<file path="config.mk">
export PLATFORM = sky130hd
export DESIGN_NAME = ofmap_readout
export DESIGN_NICKNAME = d
export VERILOG_FILES = /design/src/rtl/ofmap_readout_pkg.sv /design/src/rtl/ofmap_readout_byte_packer.sv /design/src/rtl/ofmap_readout.sv
export SDC_FILE = /design/constraint.sdc
export NUM_CORES = 1
export LEC_CHECK = 0
export ABC_AREA = 1
export CORE_ASPECT_RATIO = 1.75
export CORE_MARGIN = 2
export CORE_UTILIZATION = 55
export CTS_CLUSTER_SIZE = 10
export DETAILED_ROUTE_END_ITERATION = 10
export PLACE_DENSITY = 0.76
export SYNTH_ARGS = -nofsm -noshare
export SYNTH_HDL_FRONTEND = slang
export SYNTH_SLANG_ARGS = --single-unit
</file>
<file path="constraint.sdc">
create_clock -name clk -period 3.5 [get_ports clk]
set_input_delay 0.35 -clock clk [delete_from_list [all_inputs] [get_ports clk]]
set_output_delay 0.35 -clock clk [all_outputs]
set_load 0.005 [all_outputs]
</file>
<file path="src/rtl/ofmap_readout_pkg.sv">
// Shared widths, FSM state encoding and host-facing word type for the ofmap read-back path.
package ofmap_readout_pkg;

  localparam int unsigned OFM_DATA_WIDTH = 8;
  localparam int unsigned OFM_ADDR_WIDTH = 14;
  localparam int unsigned OFM_PACK       = 4;
  localparam int unsigned OFM_WORD_WIDTH = OFM_PACK * OFM_DATA_WIDTH;

  typedef enum logic [1:0] {
    IDLE,
    READ,
    DRAIN,
    DONE
  } ofm_state_t;

  typedef struct packed {
    logic [OFM_WORD_WIDTH-1:0] data;
    logic [OFM_PACK-1:0]       keep;
    logic                      last;
  } ofm_word_t;

endpackage

</file>
<file path="src/rtl/ofmap_readout_byte_packer.sv">
// Lane-steering pack register feeding a single valid/ready output slot.
// A word completed by the arriving byte bypasses the pack register when the slot is free.
module ofmap_readout_byte_packer
  import ofmap_readout_pkg::*;
#(
  parameter int unsigned DATA_WIDTH = OFM_DATA_WIDTH,
  parameter int unsigned PACK       = OFM_PACK
) (
  input  logic                       clk,
  input  logic                       rst,
  input  logic                       rden,
  input  logic                       rd_last,
  input  logic [DATA_WIDTH-1:0]      rdata,
  output logic [$clog2(PACK+1)-1:0]  fill_next_c,
  output logic                       last_fire_c,
  output logic                       m_valid,
  input  logic                       m_ready,
  output logic [PACK*DATA_WIDTH-1:0] m_data,
  output logic [PACK-1:0]            m_keep,
  output logic                       m_last
);

  localparam int unsigned CNT_W  = $clog2(PACK + 1);
  localparam int unsigned WORD_W = PACK * DATA_WIDTH;

  logic              inflight_q;
  logic              inflight_last_q;
  logic [WORD_W-1:0] pack_q;
  logic [WORD_W-1:0] pack_n;
  logic [CNT_W-1:0]  cnt_q;
  logic [CNT_W-1:0]  cnt_n;
  logic              pack_last_q;
  logic              pack_last_n;

  logic              out_valid_q;
  logic [WORD_W-1:0] out_data_q;
  logic [PACK-1:0]   out_keep_q;
  logic              out_last_q;

  logic              out_free;
  logic              word_ready;
  logic              merged_done;
  logic              load;
  logic [WORD_W-1:0] merged_data;
  logic [WORD_W-1:0] load_data;
  logic [CNT_W-1:0]  merged_cnt;
  logic [CNT_W-1:0]  load_cnt;
  logic              load_last;

  // Merge the arriving byte into its lane and decide whether a word moves to the output slot.
  always_comb begin
    out_free    = !out_valid_q || m_ready;
    word_ready  = (cnt_q == CNT_W'(PACK)) || pack_last_q;
    merged_data = pack_q | (WORD_W'(rdata) << (32'(cnt_q) * DATA_WIDTH));
    merged_cnt  = cnt_q + CNT_W'(1);
    merged_done = (merged_cnt == CNT_W'(PACK)) || inflight_last_q;

    pack_n      = pack_q;
    cnt_n       = cnt_q;
    pack_last_n = pack_last_q;
    load        = 1'b0;
    load_data   = pack_q;
    load_cnt    = cnt_q;
    load_last   = pack_last_q;

    if (word_ready) begin
      if (out_free) begin
        load        = 1'b1;
        pack_n      = '0;
        cnt_n       = '0;
        pack_last_n = 1'b0;
      end
    end else if (inflight_q) begin
      if (merged_done && out_free) begin
        load        = 1'b1;
        load_data   = merged_data;
        load_cnt    = merged_cnt;
        load_last   = inflight_last_q;
        pack_n      = '0;
        cnt_n       = '0;
        pack_last_n = 1'b0;
      end else begin
        pack_n      = merged_data;
        cnt_n       = merged_cnt;
        pack_last_n = inflight_last_q;
      end
    end
  end

  assign fill_next_c = cnt_n;
  assign last_fire_c = out_valid_q && m_ready && out_last_q;

  always_ff @(posedge clk) begin
    if (rst) begin
      inflight_q      <= 1'b0;
      inflight_last_q <= 1'b0;
      pack_q          <= '0;
      cnt_q           <= '0;
      pack_last_q     <= 1'b0;
    end else begin
      inflight_q      <= rden;
      inflight_last_q <= rden && rd_last;
      pack_q          <= pack_n;
      cnt_q           <= cnt_n;
      pack_last_q     <= pack_last_n;
    end
  end

  // Output slot: holds its word until the handshake.
  always_ff @(posedge clk) begin
    if (rst) begin
      out_valid_q <= 1'b0;
      out_data_q  <= '0;
      out_keep_q  <= '0;
      out_last_q  <= 1'b0;
    end else if (load) begin
      out_valid_q <= 1'b1;
      out_data_q  <= load_data;
      out_keep_q  <= PACK'((32'd1 << load_cnt) - 32'd1);
      out_last_q  <= load_last;
    end else if (out_valid_q && m_ready) begin
      out_valid_q <= 1'b0;
    end
  end

  assign m_valid = out_valid_q;
  assign m_data  = out_data_q;
  assign m_keep  = out_keep_q;
  assign m_last  = out_last_q;

endmodule

</file>
<file path="src/rtl/ofmap_readout.sv">
// Walks the result buffer through its byte read port and streams the bytes out packed into words.
// Read enable and address are registered from next-cycle state so the issue rule sees post-edge fill.
module ofmap_readout
  import ofmap_readout_pkg::*;
#(
  parameter int unsigned DATA_WIDTH = OFM_DATA_WIDTH,
  parameter int unsigned ADDR_WIDTH = OFM_ADDR_WIDTH,
  parameter int unsigned PACK       = OFM_PACK
) (
  input  logic                       clk,
  input  logic                       rst,
  input  logic                       start_i,
  input  logic [ADDR_WIDTH-1:0]      base_addr_i,
  input  logic [ADDR_WIDTH-1:0]      len_i,
  output logic                       rden_o,
  output logic [ADDR_WIDTH-1:0]      rdptr_o,
  input  logic [DATA_WIDTH-1:0]      rdata_i,
  output logic                       m_valid_o,
  input  logic                       m_ready_i,
  output logic [PACK*DATA_WIDTH-1:0] m_data_o,
  output logic [PACK-1:0]            m_keep_o,
  output logic                       m_last_o,
  output logic                       busy_o,
  output logic                       done_o
);

  localparam int unsigned CNT_W = $clog2(PACK + 1);
  localparam int unsigned SUM_W = CNT_W + 1;

  ofm_state_t state_q;
  ofm_state_t state_n;

  logic [ADDR_WIDTH-1:0] base_q;
  logic [ADDR_WIDTH-1:0] base_n;
  logic [ADDR_WIDTH-1:0] len_q;
  logic [ADDR_WIDTH-1:0] len_n;
  logic [ADDR_WIDTH-1:0] issued_q;
  logic [ADDR_WIDTH-1:0] issued_n;
  logic [ADDR_WIDTH-1:0] rdptr_q;
  logic [ADDR_WIDTH-1:0] rdptr_n;
  logic                  rden_q;
  logic                  rden_n;
  logic                  rd_last_q;
  logic                  rd_last_n;
  logic                  busy_q;
  logic                  busy_n;
  logic                  done_q;
  logic                  done_n;

  logic [CNT_W-1:0]      fill_next;
  logic                  last_fire;

  always_ff @(posedge clk) begin
    if (rst) begin
      state_q <= IDLE;
    end else begin
      state_q <= state_n;
    end
  end

  // DONE is held until the registered pulse is out, which also gives len==0 its extra cycle.
  always_comb begin
    state_n  = state_q;
    base_n   = base_q;
    len_n    = len_q;
    issued_n = issued_q + ADDR_WIDTH'(rden_q);

    case (state_q)
      IDLE: begin
        if (start_i) begin
          base_n   = base_addr_i;
          len_n    = len_i;
          issued_n = '0;
          state_n  = (len_i == '0) ? DONE : READ;
        end
      end
      READ: begin
        if (issued_n == len_q) begin
          state_n = DRAIN;
        end
      end
      DRAIN: begin
        if (last_fire) begin
          state_n = DONE;
        end
      end
      DONE: begin
        if (done_q) begin
          state_n = IDLE;
        end
      end
      default: state_n = IDLE;
    endcase

    rden_n    = (state_n == READ) && (issued_n < len_n) &&
                ((SUM_W'(fill_next) + SUM_W'(rden_q)) < SUM_W'(PACK));
    rd_last_n = rden_n && ((issued_n + ADDR_WIDTH'(1)) == len_n);
    rdptr_n   = rden_n ? (base_n + issued_n) : rdptr_q;
    done_n    = (state_n == DONE) && (state_q != IDLE);
    busy_n    = (state_n != IDLE) && !done_n;
  end

  always_ff @(posedge clk) begin
    if (rst) begin
      base_q    <= '0;
      len_q     <= '0;
      issued_q  <= '0;
      rdptr_q   <= '0;
      rden_q    <= 1'b0;
      rd_last_q <= 1'b0;
      busy_q    <= 1'b0;
      done_q    <= 1'b0;
    end else begin
      base_q    <= base_n;
      len_q     <= len_n;
      issued_q  <= issued_n;
      rdptr_q   <= rdptr_n;
      rden_q    <= rden_n;
      rd_last_q <= rd_last_n;
      busy_q    <= busy_n;
      done_q    <= done_n;
    end
  end

  assign rden_o  = rden_q;
  assign rdptr_o = rdptr_q;
  assign busy_o  = busy_q;
  assign done_o  = done_q;

  ofmap_readout_byte_packer #(
    .DATA_WIDTH (DATA_WIDTH),
    .PACK       (PACK)
  ) u_byte_packer (
    .clk         (clk),
    .rst         (rst),
    .rden        (rden_q),
    .rd_last     (rd_last_q),
    .rdata       (rdata_i),
    .fill_next_c (fill_next),
    .last_fire_c (last_fire),
    .m_valid     (m_valid_o),
    .m_ready     (m_ready_i),
    .m_data      (m_data_o),
    .m_keep      (m_keep_o),
    .m_last      (m_last_o)
  );

endmodule

</file>
## Yosys cells after proc, flatten, opt, wreduce, memory -nomap -nowiden

Cells that the tools add are included.

- Logic and storage cells: 99
- Input bits: 40
- Output and inout bits: 55
- Bits in registers: 138

- Equality and inequality tests: 10
- Shift operators: 2
- Bitwise logic cells: 1
- Order comparisons: 2
- Add/sub/neg operators: 6
- Mux-type cells: 39
- Reductions and logical operators: 21

Operators with widths:

| cell | number |
|---|---|
| 32-bit two-way mux | 7 |
| 14-bit two-way mux | 6 |
| 32-bit bitwise OR | 1 |
| 8-bit by 6-bit left shift with 32-bit output | 1 |
| 14-bit == test | 2 |
| 3-bit two-way mux | 7 |
| 14-bit by 1-bit adder with 14-bit output | 1 |
| 14-bit by 1-bit adder with 14-bit output, second input constant | 1 |
| 14-bit adder | 1 |
| 14-bit zero test | 1 |
| 14-bit < comparator | 1 |
| 1-bit two-way mux | 13 |
| 2-bit two-way mux | 5 |
| 1-bit logical AND | 9 |
| 2-bit one-hot mux with 4 select lines | 1 |
| 2-bit nonzero test | 4 |
| 2-bit == test, second input constant | 3 |
| 3-bit == test, second input constant | 2 |
| 3-bit by 1-bit adder with 4-bit output | 1 |
| 2-bit by 1-bit == test with 1-bit output, second input constant | 2 |
| 4-bit by 3-bit < comparator with 1-bit output, second input constant | 1 |
| 1-bit by 3-bit left shift with 4-bit output, first input constant | 1 |
| 4-bit by 1-bit subtractor with 4-bit output, second input constant | 1 |
| 3-bit by 1-bit adder with 3-bit output, second input constant | 1 |
| other kinds (5) | 8 |

## Longest topological paths before layout

Gate-level depths: netlist (run 1).

- Word-level depth: 11
- Gate-level depth with buffers: 23
- Mapped depth without buffers: 21

## Cells and area by module

Synthesis (run 1) repeated with hierarchy kept, for this count alone.

- Cell total of the unflattened synthesis: 1152
- Area total of the unflattened synthesis: 8247.9 um^2

By module, submodules not included:

| module | cells an instance | area each (um^2) | instances | sequential area each (um^2) |
|---|---|---|---|---|
| ofmap_readout | 736 | 4760.8 | 1 | 1241.2 |
| ofmap_readout_byte_packer | 416 | 3487.1 | 1 | 1521.5 |

## Worst setup path after synthesis (run 1)

Ideal clock, no wire load.

- Path type: flip-flop to flip-flop
- Start point: register state_q[1]
- End point: register rdptr_q[11], in the netlist rdptr_o[11]
- Slack: 0.527 ns
- Cell stages (with the launch flop): 23
- Library setup time: 0.110 ns
- Arrival time: 2.864 ns
- Path through: dfxtp_1 > inv_2 > nand3_2 > inv_2 > clkbuf_1 > clkbuf_1 > or2_2 > o21ai_0 > inv_1 > ha_1 > nand4_1 > o211ai_1 > nand2_1 > nand3_1 > nand2_1 > o21ai_1 > nand2_1 > nand2_1 > nand2_1 > nand2_1 > nand3_1 > nand2_1 > nor2_2

RTL lines:

| item | RTL line | source |
|---|---|---|
| from (decl) | ofmap_readout.sv:30 | `ofm_state_t state_q;` |
| from (signal assigned) | ofmap_readout.sv:57 | `state_q <= state_n;` |
| 2-bit zero test | ofmap_readout.sv:68 | `case (state_q)` |
| 14-bit two-way mux | ofmap_readout.sv:68 |  |
| named net base_n[2] | ofmap_readout.sv:34 | `logic [ADDR_WIDTH-1:0] base_n;` |
| 14-bit adder | ofmap_readout.sv:98 | `rdptr_n = rden_n ? (base_n + issued_n) : rdptr_q;` |
| to (signal assigned) | ofmap_readout.sv:117 | `rdptr_q <= rdptr_n;` |
| to (decl) | ofmap_readout.sv:39 | `logic [ADDR_WIDTH-1:0] rdptr_q;` |

The timed path passes the listed nets, and every way through them passes these cells.
A chain may end at the register's enable or synchronous reset.

## Worst setup path in the final report (run 1)

- Start point: register rden_q, in the netlist rden_o
- End point: register rdptr_q[5], in the netlist rdptr_o[5]

RTL lines:

| item | RTL line | source |
|---|---|---|
| from (decl) | ofmap_readout.sv:41 | `logic rden_q;` |
| from (signal assigned) | ofmap_readout.sv:118 | `rden_q <= rden_n;` |
| 14-bit by 1-bit adder with 14-bit output * | ofmap_readout.sv:66 | `issued_n = issued_q + ADDR_WIDTH'(rden_q);` |
| 14-bit two-way mux | ofmap_readout.sv:70 | `if (start_i) begin` |
| 14-bit two-way mux * | ofmap_readout.sv:68 |  |
| named net issued_n[8] | ofmap_readout.sv:38 | `logic [ADDR_WIDTH-1:0] issued_n;` |
| 14-bit < comparator * | ofmap_readout.sv:95 | `rden_n = (state_n == READ) && (issued_n < len_n) &&` |
| 1-bit logical AND * (2 in series) | ofmap_readout.sv:95 |  |

The timed path passes the listed nets; every way through them passes the cells marked *.

==> flow_metrics.env, run 1 <==
export IMPL_p_leak_nw=4.35
export IMPL_top_layer_used="met4"
export IMPL_nets=1342
export IMPL_clk_pin_slew_ns=0.06
export IMPL_place_congestion=0.946
export IMPL_synth_seq_cells=138
export IMPL_required_ns=3.86
export IMPL_worst_slack_ns=0.367
export IMPL_holdWs_ns=0.430
export IMPL_vias=7888
export IMPL_synth_top_area_share_pct=34.8
export IMPL_synth_nets=1240
export IMPL_async_flop_share_pct=0
export IMPL_die_area_um2=15500
export IMPL_cap_violations=0
export IMPL_io_pins=95
export IMPL_synth_common_cells="nand2_1, dfxtp_1, inv_1, nor2_1, nand3_1"
export IMPL_synthTopCellsByArea="dfxtp_1, nand2_1, nand3_1"
export IMPL_clock_sinks=138
export IMPL_start_util_pct=55.8
export IMPL_cts_hold_buffers_added=0
export IMPL_postRouteAntennaNets=0
export IMPL_synthCells=1168
export IMPL_drtIter0Drc=396
export IMPL_synth_edf_count=0
export IMPL_fin_util_pct=68.9
export IMPL_syn_to_final_growth_pct=23.3
export IMPL_fin_area_um2=9790
export IMPL_fin_cells=1462
export IMPL_fmax_ghz=0.319
export IMPL_grt_antenna_before_repair=0
export IMPL_worstMarginPinSlew_ns=0.607
export IMPL_fp_dieW_um=94.8
export IMPL_ys_types=45
export IMPL_fin_crit_sh_pct=89.5
export IMPL_grt_usage_pct=30.9
export IMPL_hold_viol=0
export IMPL_n_antenna_cell=0
export IMPL_seqPwrFrac_pct=35.3
export IMPL_pre_cts_ws_ns=0.164
export IMPL_cts_root_buf="clkbuf_16"
export IMPL_p_per_area_nw_per_um2=512
export IMPL_internal_power_mw=3.39
export IMPL_numPortBuffers=94
export IMPL_hold_class="primary input to flop"
export IMPL_wl_met2_um=12300
export IMPL_setup_viol=0
export IMPL_fin_skew_ns=0.00856
export IMPL_wl_per_cell_um=15.8
export IMPL_p_sw_share_pct=32.4
export IMPL_drc_errors=0
export IMPL_die_h_um=163
export IMPL_synth_ff_type="dfxtp_1"
export IMPL_multiInputGateArea_um2=4420
export IMPL_hpwl_um=17300
export IMPL_globalRouteOverflowTotal=0
export IMPL_final_max_slew_violation_count=0
export IMPL_p_total_mw=5.01
export IMPL_rsz0062_at_grt="false"
export IMPL_status="completed"
export IMPL_core_um2=14200
export IMPL_synth_most_common_cell="nand2_1"
export IMPL_first_global_vias=7661
export IMPL_via_per_inst=5.40
export IMPL_numCtsBuffers=17
export IMPL_avgSynthCellArea_um2=6.80
export IMPL_path_max_fanout=14
export IMPL_htreeDepth=4
export IMPL_slew_headroom_pct=59.4
export IMPL_dr_wl_met3_um=1060
export IMPL_seq_area_frac_synth_pct=34.8
export IMPL_path_class="flop to flop"
export IMPL_layout_drive_gt1_share_pct=11.4
export IMPL_cts_tree="built"
export IMPL_grt_max_degree=53
export IMPL_p_switching_mw=1.63
export IMPL_cp_arrival_ns=3.49
export IMPL_crit_path_start_kind="flop"
export IMPL_clk_latency_ns=0.43
export IMPL_ys_warn_count=0
export IMPL_yosys_area_top_type="dfxtp_1"
export IMPL_dpl_cell_count=1431
export IMPL_cts_resized=0
export IMPL_final_fill_count=1266
export IMPL_placed_area_um2=9190
export IMPL_synth_area_um2=7940
export IMPL_wirelength_um=23200
export IMPL_cts_buffer_depth=2
export IMPL_layout_min_cycle_time_ns=3.13
export IMPL_row_count=58
export IMPL_seq_area_um2=2760
export IMPL_cts_setup_buffers=0
export IMPL_clkPwrFrac_pct=36.8
export IMPL_grt_pass1_wl_um=36700
export IMPL_ir_drop_mv=0.391
export IMPL_finalSetupTns_ns=0
export IMPL_p_comb_share_pct=27.9
export IMPL_first_pass_iters=5
export IMPL_crit_path_end_kind="flop"
export IMPL_met1Wirelength_um=8200
[registers in the layout, summed over array words and instances (netlist names)]
signal / count
u_byte_packer.inflight_q: 1
rdptr_o: 14
issued_q: 14
len_q: 14
u_byte_packer.m_valid: 1
busy_o: 1
u_byte_packer.m_keep: 4
u_byte_packer.pack_q: 32
u_byte_packer.m_data: 32
done_o: 1
base_q: 14
u_byte_packer.m_last: 1
state_q: 2
rden_o: 1
u_byte_packer.cnt_q: 3
u_byte_packer.pack_last_q: 1
rd_last_q: 1
u_byte_packer.inflight_last_q: 1
[worst max-delay path: stages, from the launching register on]
cell and delay, ns:
dfxtp_1 0.40, ha_1 0.22, ha_1 0.22, nand2_1 0.10
nor2_2 0.25, nand2_1 0.09, nand2_1 0.09, nand2_1 0.10
nor2_1 0.22, ha_1 0.27, nand2_1 0.13, o21bai_1 0.13
nand2_1 0.10, nand2_4 0.09, nand2_4 0.06, nor2_8 0.14
nand3_4 0.09, buf_12 0.17, nand2_4 0.06, inv_2 0.03
nor2_2 0.10
[worst paths after layout]
path                                      startpoint                                        to  slack, ns  cells after the start
worst max-delay path               rden_o$_SDFF_PP0_                   rdptr_o[5]$_SDFFE_PP0P_       0.37                     20
worst min-delay path                             rst     u_byte_packer.pack_q[14]$_SDFFE_PP0P_       0.43                      4
worst max register to register     rden_o$_SDFF_PP0_                   rdptr_o[5]$_SDFFE_PP0P_       0.37                     20
worst min register to register  rd_last_q$_SDFF_PP0_  u_byte_packer.inflight_last_q$_SDFF_PP0_       0.46                      2
[layout make-up]
class                           instances  share of cell area (%)
Clock buffer                           17                    4.34
Clock inverter                         14                    1.78
Inverter                              149                    5.71
Multi-Input combinational cell        836                    45.1
Sequential cell                       138                    28.2
Tap cell                              180                    2.30
Timing Repair Buffer                  128                    12.5
[layer usage]
layer | up-vias | global-route usage, %
li1 | 3969 | -
met1 | 3619 | 29.6
met2 | 212 | 57.0
met3 | 88 | 6.57
met4 | 0 | 20.9
met5 | - | 0
[power by group through the flow]
stage	Combinational [mW]	Sequential (mW)	Clock, mW
after floorplan	0.951	1.78	0
after global placement	1.37	1.80	0
after detailed placement	1.39	1.80	0
after CTS	1.40	1.77	1.87
after global routing	1.56	1.78	1.92
final	1.40	1.77	1.84
[cells by family after synthesis]
group,synth area share [%]
and+or+nand+nor,34.0
DFF,34.8
adders and majority gates,5.14
muxes,0.252
AOI/OAI and AO/OA,13.9
buffers and inverters,9.57
xor gates and xnor gates,2.32
[placed cells by master, fill, tap and decap left out, types with 2 or more instances in the layout]
cell type        netlist  final
a21o_1                 2      2
a21oi_1               53     53
a31oi_1                3      3
buf_12                 1      3
buf_4                  0     31
bufinv_16              0      3
clkbuf_16              0     17
clkdlybuf4s50_1        0     93
clkinv_2               0      3
clkinv_4               0      5
dfxtp_1              138    138
ha_1                  31     31
inv_1                132    131
inv_2                 16     17
inv_6                  0      2
mux2i_1                2      2
nand2_1              256    256
nand2_2                4      4
nand2_4               13     13
nand3_1              106    106
nand3_2                5      5
nand3b_1               7      7
nand4_1               12     12
nor2_1               123    123
nor2_2                15     15
nor2_4                 6      6
nor3_1                11     11
o211ai_1               4      4
o21ai_0              101    101
o21ai_1                4      4
o21bai_1              18     18
o31ai_1               11     11
or2_2                 15     15
or4_1                  2      2
xnor2_1                9      9
xor2_1                12     12
No activity file was read; power rests on OpenSTA's default activity.
==> run 2: changes to the inputs <==
--- a/config.mk
+++ b/config.mk
@@ -12,6 +12,7 @@
 export CTS_CLUSTER_SIZE = 10
 export DETAILED_ROUTE_END_ITERATION = 10
 export PLACE_DENSITY = 0.76
+export SKIP_LAST_GASP = 1
 export SYNTH_ARGS = -nofsm -noshare
 export SYNTH_HDL_FRONTEND = slang
 export SYNTH_SLANG_ARGS = --single-unit
==> results of run 2 <==
Same layout as run 1: the final DEF is identical, and so are final timing and power.
==> run 3: changes to the inputs <==
--- a/config.mk
+++ b/config.mk
@@ -12,7 +12,6 @@
 export CTS_CLUSTER_SIZE = 10
 export DETAILED_ROUTE_END_ITERATION = 10
 export PLACE_DENSITY = 0.76
-export SKIP_LAST_GASP = 1
 export SYNTH_ARGS = -nofsm -noshare
 export SYNTH_HDL_FRONTEND = slang
 export SYNTH_SLANG_ARGS = --single-unit
==> results of run 3 <==
Same layout as run 1: the final DEF is identical, and so are final timing and power.
